==> config.mk <==
export PLATFORM = sky130hd
export DESIGN_NAME = mem_port_ctrl_flat
export DESIGN_NICKNAME = d
export VERILOG_FILES = /design/src/rtl/mem_ctrl_pkg.sv /design/src/rtl/mem_port_ctrl_if.sv /design/src/rtl/mem_port_ctrl_fifo.sv /design/src/rtl/mem_port_ctrl.sv /design/src/flat_wrapper.sv
export SDC_FILE = /design/constraint.sdc
export NUM_CORES = 1
export LEC_CHECK = 0
export ABC_CLOCK_PERIOD_IN_PS = 4800
export CAP_MARGIN = 20
export CELL_PAD_IN_SITES_DETAIL_PLACEMENT = 1
export CELL_PAD_IN_SITES_GLOBAL_PLACEMENT = 1
export CORE_ASPECT_RATIO = 1.1
export CORE_MARGIN = 5
export CORE_UTILIZATION = 27
export CTS_BUF_LIST = sky130_fd_sc_hd__clkbuf_16
export CTS_CLUSTER_DIAMETER = 200
export DETAILED_ROUTE_END_ITERATION = 16
export PLACE_DENSITY_LB_ADDON = 0.1
export SYNTH_ARGS = -nofsm -noshare
export SYNTH_HDL_FRONTEND = slang
export SYNTH_SLANG_ARGS = --single-unit
==> constraint.sdc <==
create_clock -name clock -period 4.8 [get_ports clock]
set_input_delay 0.96 -clock clock [delete_from_list [all_inputs] [get_ports clock]]
set_output_delay 0.96 -clock clock [all_outputs]
set_load 0.02 [all_outputs]
==> src/rtl/mem_ctrl_pkg.sv <==
// Shared types and width helpers for the memory port controller.
package mem_ctrl_pkg;

  typedef enum logic {INIT, RUN} state_t;

  // Packed widths of the request and response records for the FIFOs.
  function automatic int req_w(input int aw, input int width, input int tag_w);
    return 1 + aw + width + tag_w;
  endfunction

  function automatic int rsp_w(input int width, input int tag_w);
    return width + tag_w;
  endfunction

endpackage

==> src/rtl/mem_port_ctrl_if.sv <==
// Client request/response and memory port bundle for mem_port_ctrl.
interface mem_port_ctrl_if #(
  parameter int WIDTH = 32,
  parameter int DEPTH = 32,
  parameter int TAG_W = 4
);
  localparam int AW = $clog2(DEPTH);

  logic             req_valid;
  logic             req_ready;
  logic             req_write;
  logic [AW-1:0]    req_addr;
  logic [WIDTH-1:0] req_wdata;
  logic [TAG_W-1:0] req_tag;
  logic             rsp_valid;
  logic             rsp_ready;
  logic [WIDTH-1:0] rsp_rdata;
  logic [TAG_W-1:0] rsp_tag;
  logic             mem_re;
  logic [AW-1:0]    mem_raddr;
  logic [WIDTH-1:0] mem_rdata;
  logic             mem_we;
  logic [AW-1:0]    mem_waddr;
  logic [WIDTH-1:0] mem_wdata;

  modport slave (
    input  req_valid, req_write, req_addr, req_wdata, req_tag, rsp_ready, mem_rdata,
    output req_ready, rsp_valid, rsp_rdata, rsp_tag,
    output mem_re, mem_raddr, mem_we, mem_waddr, mem_wdata
  );

  modport master (
    output req_valid, req_write, req_addr, req_wdata, req_tag, rsp_ready, mem_rdata,
    input  req_ready, rsp_valid, rsp_rdata, rsp_tag,
    input  mem_re, mem_raddr, mem_we, mem_waddr, mem_wdata
  );

endinterface

==> src/rtl/mem_port_ctrl_fifo.sv <==
// Synchronous FIFO with first-word-fall-through head; push into a full FIFO
// is accepted when a pop happens on the same edge.
module sync_fifo #(
  parameter int WIDTH = 8,
  parameter int DEPTH = 4
) (
  input  logic                     clock,
  input  logic                     reset,
  input  logic                     push,
  input  logic [WIDTH-1:0]         pdata,
  input  logic                     pop,
  output logic                     full,
  output logic                     empty,
  output logic [$clog2(DEPTH):0]   count,
  output logic [WIDTH-1:0]         head
);
  localparam int PW = $clog2(DEPTH);
  localparam logic [PW:0] FULL_CNT = DEPTH[PW:0];

  logic [WIDTH-1:0] store [DEPTH];
  logic [PW-1:0]    wptr, rptr;
  logic             do_push, do_pop;

  assign full    = (count == FULL_CNT);
  assign empty   = (count == '0);
  assign do_pop  = pop && !empty;
  assign do_push = push && (!full || do_pop);
  assign head    = store[rptr];

  always_ff @(posedge clock) begin
    if (reset) begin
      wptr  <= '0;
      rptr  <= '0;
      count <= '0;
    end else begin
      if (do_push) wptr <= wptr + 1'b1;
      if (do_pop)  rptr <= rptr + 1'b1;
      case ({do_push, do_pop})
        2'b10:   count <= count + 1'b1;
        2'b01:   count <= count - 1'b1;
        default: count <= count;
      endcase
    end
  end

  always_ff @(posedge clock) begin
    if (do_push) store[wptr] <= pdata;
  end

endmodule

==> src/rtl/mem_port_ctrl.sv <==
// In-order requester for a dual-ported memory: queues tagged requests, issues
// one per cycle, and returns read data through a response FIFO.
module mem_port_ctrl
  import mem_ctrl_pkg::*;
#(
  parameter int               WIDTH      = 32,
  parameter int               DEPTH      = 32,
  parameter int               TAG_W      = 4,
  parameter int               REQ_DEPTH  = 4,
  parameter int               RSP_DEPTH  = 4,
  parameter int               INIT_EN    = 0,
  parameter logic [WIDTH-1:0] INIT_VALUE = '0
) (
  input  logic               clock,
  input  logic               reset,
  mem_port_ctrl_if.slave     bus,
  output logic               busy
);
  localparam int            AW    = $clog2(DEPTH);
  localparam int            REQ_W = req_w(AW, WIDTH, TAG_W);
  localparam int            RSP_W = rsp_w(WIDTH, TAG_W);
  localparam logic [AW-1:0] LAST  = AW'(DEPTH - 1);

  typedef struct packed {
    logic             write;
    logic [AW-1:0]    addr;
    logic [WIDTH-1:0] wdata;
    logic [TAG_W-1:0] tag;
  } req_t;

  typedef struct packed {
    logic [WIDTH-1:0] rdata;
    logic [TAG_W-1:0] tag;
  } rsp_t;

  state_t        state, state_nxt;
  logic [AW-1:0] cnt;

  req_t req_in, req_head;
  rsp_t rsp_in, rsp_head;
  logic req_push, req_pop, req_full, req_empty;
  logic rsp_push, rsp_pop, rsp_full, rsp_empty;
  logic [$clog2(REQ_DEPTH):0] req_cnt;
  logic [$clog2(RSP_DEPTH):0] rsp_cnt;

  assign req_in   = '{write: bus.req_write, addr: bus.req_addr,
                      wdata: bus.req_wdata, tag: bus.req_tag};
  assign req_push = bus.req_valid && bus.req_ready;
  assign rsp_in   = '{rdata: bus.mem_rdata, tag: req_head.tag};
  assign rsp_pop  = bus.rsp_valid && bus.rsp_ready;

  sync_fifo #(.WIDTH(REQ_W), .DEPTH(REQ_DEPTH)) u_req_fifo (
    .clock(clock), .reset(reset), .push(req_push), .pdata(req_in), .pop(req_pop),
    .full(req_full), .empty(req_empty), .count(req_cnt), .head(req_head)
  );

  sync_fifo #(.WIDTH(RSP_W), .DEPTH(RSP_DEPTH)) u_rsp_fifo (
    .clock(clock), .reset(reset), .push(rsp_push), .pdata(rsp_in), .pop(rsp_pop),
    .full(rsp_full), .empty(rsp_empty), .count(rsp_cnt), .head(rsp_head)
  );

  always_ff @(posedge clock) begin
    if (reset) begin
      state <= (INIT_EN != 0) ? INIT : RUN;
      cnt   <= '0;
    end else begin
      state <= state_nxt;
      if (state == INIT) cnt <= cnt + 1'b1;
    end
  end

  // Issue stage: the whole memory port is gated off during the reset cycle.
  always_comb begin
    state_nxt     = state;
    req_pop       = 1'b0;
    rsp_push      = 1'b0;
    bus.mem_we    = 1'b0;
    bus.mem_waddr = '0;
    bus.mem_wdata = '0;
    bus.mem_re    = 1'b0;
    bus.mem_raddr = '0;
    if (!reset) begin
      case (state)
        INIT: begin
          bus.mem_we    = 1'b1;
          bus.mem_waddr = cnt;
          bus.mem_wdata = INIT_VALUE;
          if (cnt == LAST) state_nxt = RUN;
        end
        RUN: begin
          if (!req_empty) begin
            if (req_head.write) begin
              bus.mem_we    = 1'b1;
              bus.mem_waddr = req_head.addr;
              bus.mem_wdata = req_head.wdata;
              req_pop       = 1'b1;
            end else if (!rsp_full || rsp_pop) begin
              bus.mem_re    = 1'b1;
              bus.mem_raddr = req_head.addr;
              rsp_push      = 1'b1;
              req_pop       = 1'b1;
            end
          end
        end
        default: state_nxt = RUN;
      endcase
    end
  end

  assign bus.req_ready = (state == RUN) && !req_full;
  assign bus.rsp_valid = !rsp_empty;
  assign bus.rsp_rdata = rsp_empty ? '0 : rsp_head.rdata;
  assign bus.rsp_tag   = rsp_empty ? '0 : rsp_head.tag;
  assign busy          = (state == INIT) || (req_cnt != '0) || (rsp_cnt != '0);

endmodule

==> src/flat_wrapper.sv <==
// flat-port wrapper written by rule: the top's interface ports become plain ports
module mem_port_ctrl_flat import mem_ctrl_pkg::*;
#(
  parameter int               WIDTH      = 32,
  parameter int               DEPTH      = 32,
  parameter int               TAG_W      = 4,
  parameter int               REQ_DEPTH  = 4,
  parameter int               RSP_DEPTH  = 4,
  parameter int               INIT_EN    = 0,
  parameter logic [WIDTH-1:0] INIT_VALUE = '0
)
  (clock, reset, busy, bus_req_valid, bus_req_write, bus_req_addr, bus_req_wdata, bus_req_tag, bus_rsp_ready, bus_mem_rdata, bus_req_ready, bus_rsp_valid, bus_rsp_rdata, bus_rsp_tag, bus_mem_re, bus_mem_raddr, bus_mem_we, bus_mem_waddr, bus_mem_wdata);
  mem_port_ctrl_if #(.WIDTH(WIDTH), .DEPTH(DEPTH), .TAG_W(TAG_W)) bus_i ();
  input  logic clock;
  input  logic reset;
  output logic busy;
  input wire logic [$bits(bus_i.req_valid)-1:0] bus_req_valid;
  input wire logic [$bits(bus_i.req_write)-1:0] bus_req_write;
  input wire logic [$bits(bus_i.req_addr)-1:0] bus_req_addr;
  input wire logic [$bits(bus_i.req_wdata)-1:0] bus_req_wdata;
  input wire logic [$bits(bus_i.req_tag)-1:0] bus_req_tag;
  input wire logic [$bits(bus_i.rsp_ready)-1:0] bus_rsp_ready;
  input wire logic [$bits(bus_i.mem_rdata)-1:0] bus_mem_rdata;
  output wire logic [$bits(bus_i.req_ready)-1:0] bus_req_ready;
  output wire logic [$bits(bus_i.rsp_valid)-1:0] bus_rsp_valid;
  output wire logic [$bits(bus_i.rsp_rdata)-1:0] bus_rsp_rdata;
  output wire logic [$bits(bus_i.rsp_tag)-1:0] bus_rsp_tag;
  output wire logic [$bits(bus_i.mem_re)-1:0] bus_mem_re;
  output wire logic [$bits(bus_i.mem_raddr)-1:0] bus_mem_raddr;
  output wire logic [$bits(bus_i.mem_we)-1:0] bus_mem_we;
  output wire logic [$bits(bus_i.mem_waddr)-1:0] bus_mem_waddr;
  output wire logic [$bits(bus_i.mem_wdata)-1:0] bus_mem_wdata;
  assign bus_i.req_valid = bus_req_valid;
  assign bus_i.req_write = bus_req_write;
  assign bus_i.req_addr = bus_req_addr;
  assign bus_i.req_wdata = bus_req_wdata;
  assign bus_i.req_tag = bus_req_tag;
  assign bus_i.rsp_ready = bus_rsp_ready;
  assign bus_i.mem_rdata = bus_mem_rdata;
  assign bus_req_ready = bus_i.req_ready;
  assign bus_rsp_valid = bus_i.rsp_valid;
  assign bus_rsp_rdata = bus_i.rsp_rdata;
  assign bus_rsp_tag = bus_i.rsp_tag;
  assign bus_mem_re = bus_i.mem_re;
  assign bus_mem_raddr = bus_i.mem_raddr;
  assign bus_mem_we = bus_i.mem_we;
  assign bus_mem_waddr = bus_i.mem_waddr;
  assign bus_mem_wdata = bus_i.mem_wdata;
  mem_port_ctrl #(.WIDTH(WIDTH), .DEPTH(DEPTH), .TAG_W(TAG_W), .REQ_DEPTH(REQ_DEPTH), .RSP_DEPTH(RSP_DEPTH), .INIT_EN(INIT_EN), .INIT_VALUE(INIT_VALUE)) u_core (.clock(clock), .reset(reset), .bus(bus_i), .busy(busy));
endmodule
==> flow_metrics.py <==
metrics = {
    "clock_network": {
        "clk_latency_ps": 530,
        "cts_resized": 0,
        "cts_htree_levels": 2,
        "cts.path.max_buffers": 3,
        "clock-root-buffer": "clkbuf_16",
        "cts_setup_buffers": 0,
        "cts_inserted_buffers": 39,
        "cts_num_sinks": 336,
        "postCtsHoldBufs": 0,
        "clkTransAtPathRegs_ps": 60,
        "cts_tree": "done",
    },
    "yosys": {
        "ys_seq_area_share_pct": 75.7,
        "avgSynthCellArea_sq_um": 20.4,
        "synth_warnings": 0,
        "netlist_instances": 637,
        "synth_cell_type_count": 33,
        "synth_top_cell_area_share_pct": 72.0,
        "ys_ff_latch": 336,
        "synth_async_sr_flop_share_pct": 0,
        "syn-num-nets": 729,
        "synth_edf_count": 312,
        "synth_top_cell_by_area": "edfxtp_1",
        "syn-cell-area_sq_um": 13000,
        "synthFlopType": "edfxtp_1",
        "synth_area_leaders": "edfxtp_1 (72%), mux4_2 (14%), dfxtp_1 (3.7%)",
    },
    "hold_path": {
        "holdCritPathClass": "reg2reg",
    },
    "flow_run": {
        "maxCapViolCount": 0,
    },
    "place": {
        "dp_slack_ps": 797,
        "hpwl_microns": 19200,
        "portBuffers": 160,
        "globalplace.congestion": 0.710,
    },
    "setup_path": {
        "cp.required_ps": 3840,
        "slowest_stage": "mux4_2",
        "path_cells": "mux4_2 > nor4b_4 > and2_1 > clkdlybuf4s50_1",
        "cpPeakStageDelay_ps": 670,
        "cp.buffers_inverters": 1,
        "worstSetupPathType": "reg2out",
        "endpoint_kind": "output port",
        "cp-start-kind": "flop",
        "path_delay_family": "multiplexers",
        "crit_fanout": 16,
        "cp.arrival_ps": 3040,
    },
    "layout": {
        "register_area_sq_um": 9860,
        "drive_gt1_share_pct": 19.5,
        "final_nets": 918,
        "n_fill_cell": 4757,
        "areaGrowthSynthToFinish_pct": 28.7,
        "multiInputGateArea_sq_um": 2980,
    },
    "timing": {
        "slew_violations": 0,
        "fmax_mhz": 250,
        "fin_tns_setup_ps": 0,
        "setup_viol": 0,
        "fin_ws_ps": 802,
        "worstMarginPinSlew_ps": 998,
        "finalCriticalPeriod_ps": 4000,
        "finClkSkew_ps": 11.9,
        "rsz0062_at_grt": "false",
        "hold_viol": 0,
        "finalCritPeriodShare_pct": 83.3,
        "slew_headroom_pct": 32.6,
    },
    "floorplan": {
        "rows": 84,
        "die_area_sq_um": 52700,
        "coreArea_sq_um": 47700,
        "start_util_pct": 27.3,
        "io_pins": 161,
        "fp.dieW_microns": 219,
        "die_h_microns": 240,
    },
    "status": {
        "status": "finished clean",
    },
    "power": {
        "p_total_mw": 8.83,
        "switching_share_pct": 27.9,
        "p_leak_nw": 5.32,
        "p_int_mw": 6.37,
        "combPwrFrac_pct": 25.9,
        "powerDensity_nw_per_um2": 527,
        "p_switching_mw": 2.46,
        "seq_power_share_pct": 41.3,
        "p_clk_share_pct": 32.8,
        "vdd_drop_max_mv": 0.225,
    },
    "grt": {
        "grt_max_degree": 42,
        "grt_pass1_vias": 7531,
        "grt_pass1_wl_microns": 46100,
        "grt_antenna_before_repair": 4,
        "overflow": 0,
        "grt.total_usage_pct": 11.7,
    },
    "route": {
        "first_pass_iters": 4,
        "drt-wirelength-per-cell_microns": 20.2,
        "route.vias.total": 6478,
        "wl_microns": 30400,
        "via_per_inst": 4.32,
        "ant_nets": 0,
        "drc": 0,
        "drtIter0Drc": 158,
    },
}
Yosys cell counts, drive strengths merged, types with 2 or more instances:
cell type / count
a21oi: 9
and2: 47
and3: 5
buf: 11
clkbuf: 21
dfxtp: 24
edfxtp: 312
fa: 2
ha: 12
inv: 14
mux2i: 3
mux4: 78
nand2: 2
nand2b: 5
nand3: 6
nor2: 22
nor2b: 34
o21ai: 2
or3: 5
xnor2: 4
xor2: 9
layout make-up:
type / count / area share [%]
diodes: 1 / 0.0149
clock buffers: 41 / 6.13
clock inverters: 29 / 1.45
inverters: 14 / 0.314
multi-input cells: 255 / 17.8
flip-flops and latches: 336 / 58.9
well taps: 645 / 4.82
repair buffers: 180 / 10.6
cell usage in the layout, fill, tap and decap left out, types with 3 or more instances in the layout:
cell type,Yosys,final
a21oi_1,9,9
and2_1,47,43
and2_2,0,4
and3_2,0,4
buf_4,0,19
bufinv_16,0,4
clkbuf_16,0,41
clkdlybuf4s50_1,0,159
clkinv_1,0,10
clkinv_2,0,5
dfxtp_1,24,20
dfxtp_2,0,3
edfxtp_1,312,312
ha_1,12,12
inv_1,14,21
mux2i_1,3,3
mux4_2,78,78
nand2b_1,5,5
nand3_1,6,5
nor2_1,22,22
nor2b_1,34,34
or3_1,5,5
xnor2_1,4,4
xor2_1,9,9
worst min-delay path, stage by stage (launching register included):
cell and delay (ps):
dfxtp_1 320, o21ai_0 80, a21oi_1 60
power by group through the flow:
stage	combinational [mW]	sequential [mW]	clock [mW]
after detailed placement	2.36	3.72	0
after CTS	2.38	3.66	3.02
after global placement	2.33	3.70	0
after global routing	2.50	3.68	3.14
after floorplan	1.43	3.63	0
final	2.29	3.64	2.89
through the flow:
step | util (%) | cell area (sq um) | hold WS (ps) | cells
floorplan | - | 13000 | 462 | 637
finish | 35.1 | 16700 | 515 | 1501
detailed placement | 32.4 | 15500 | 498 | 1429
global route | 35.1 | 16700 | 557 | 1500
CTS | 35.0 | 16700 | 507 | 1499
global placement | 32.4 | 15500 | 475 | 1429
sequential cells by signal, summed over array words and instances, names as in the netlist, 3 cells and up, named ones only:
register and count:
u_core.u_rsp_fifo.count 3, u_core.u_req_fifo.store 168, u_core.u_rsp_fifo.store 144, u_core.cnt 5, u_core.u_req_fifo.count 3
path summary, 6_finish.rpt:
check	slack [ps]	cells past startpoint	from	end
worst max register to register	1700	10	flop	u_core.u_rsp_fifo.count[2]
worst min register to register	510	2	u_core.u_rsp_fifo.count[2]	u_core.u_rsp_fifo.count[2]
worst max-delay path	800	4	flop	bus_mem_raddr[1]
worst min-delay path	510	2	u_core.u_rsp_fifo.count[2]	u_core.u_rsp_fifo.count[2]
routing by layer:
| metal | GRT usage, % | share of wire [%] | vias to the layer above |
|---|---|---|---|
| li1 | - | - | 2901 |
| met1 | 13.8 | 40 | 3378 |
| met2 | 20.5 | 51 | 147 |
| met3 | 3.34 | 5.9 | 46 |
| met4 | 4.19 | 2.5 | 6 |
| met5 | 0 | 0.095 | - |
logic make-up (layout without fill, tap and decap cells):
kind of cell	after synthesis	count (layout)	share of synthesized area [%]
AO/OA/AOI/OAI	17	17	0.817
XOR/XNOR	13	13	0.875
adder cells (fa/ha/maj)	14	14	1.46
buffers and inverters	46	264	1.52
flip-flops	336	336	75.7
multiplexers	81	81	13.7
other	0	1	0
AND/OR/NAND/NOR	130	130	5.90
(Power assumes the default switching activity.)
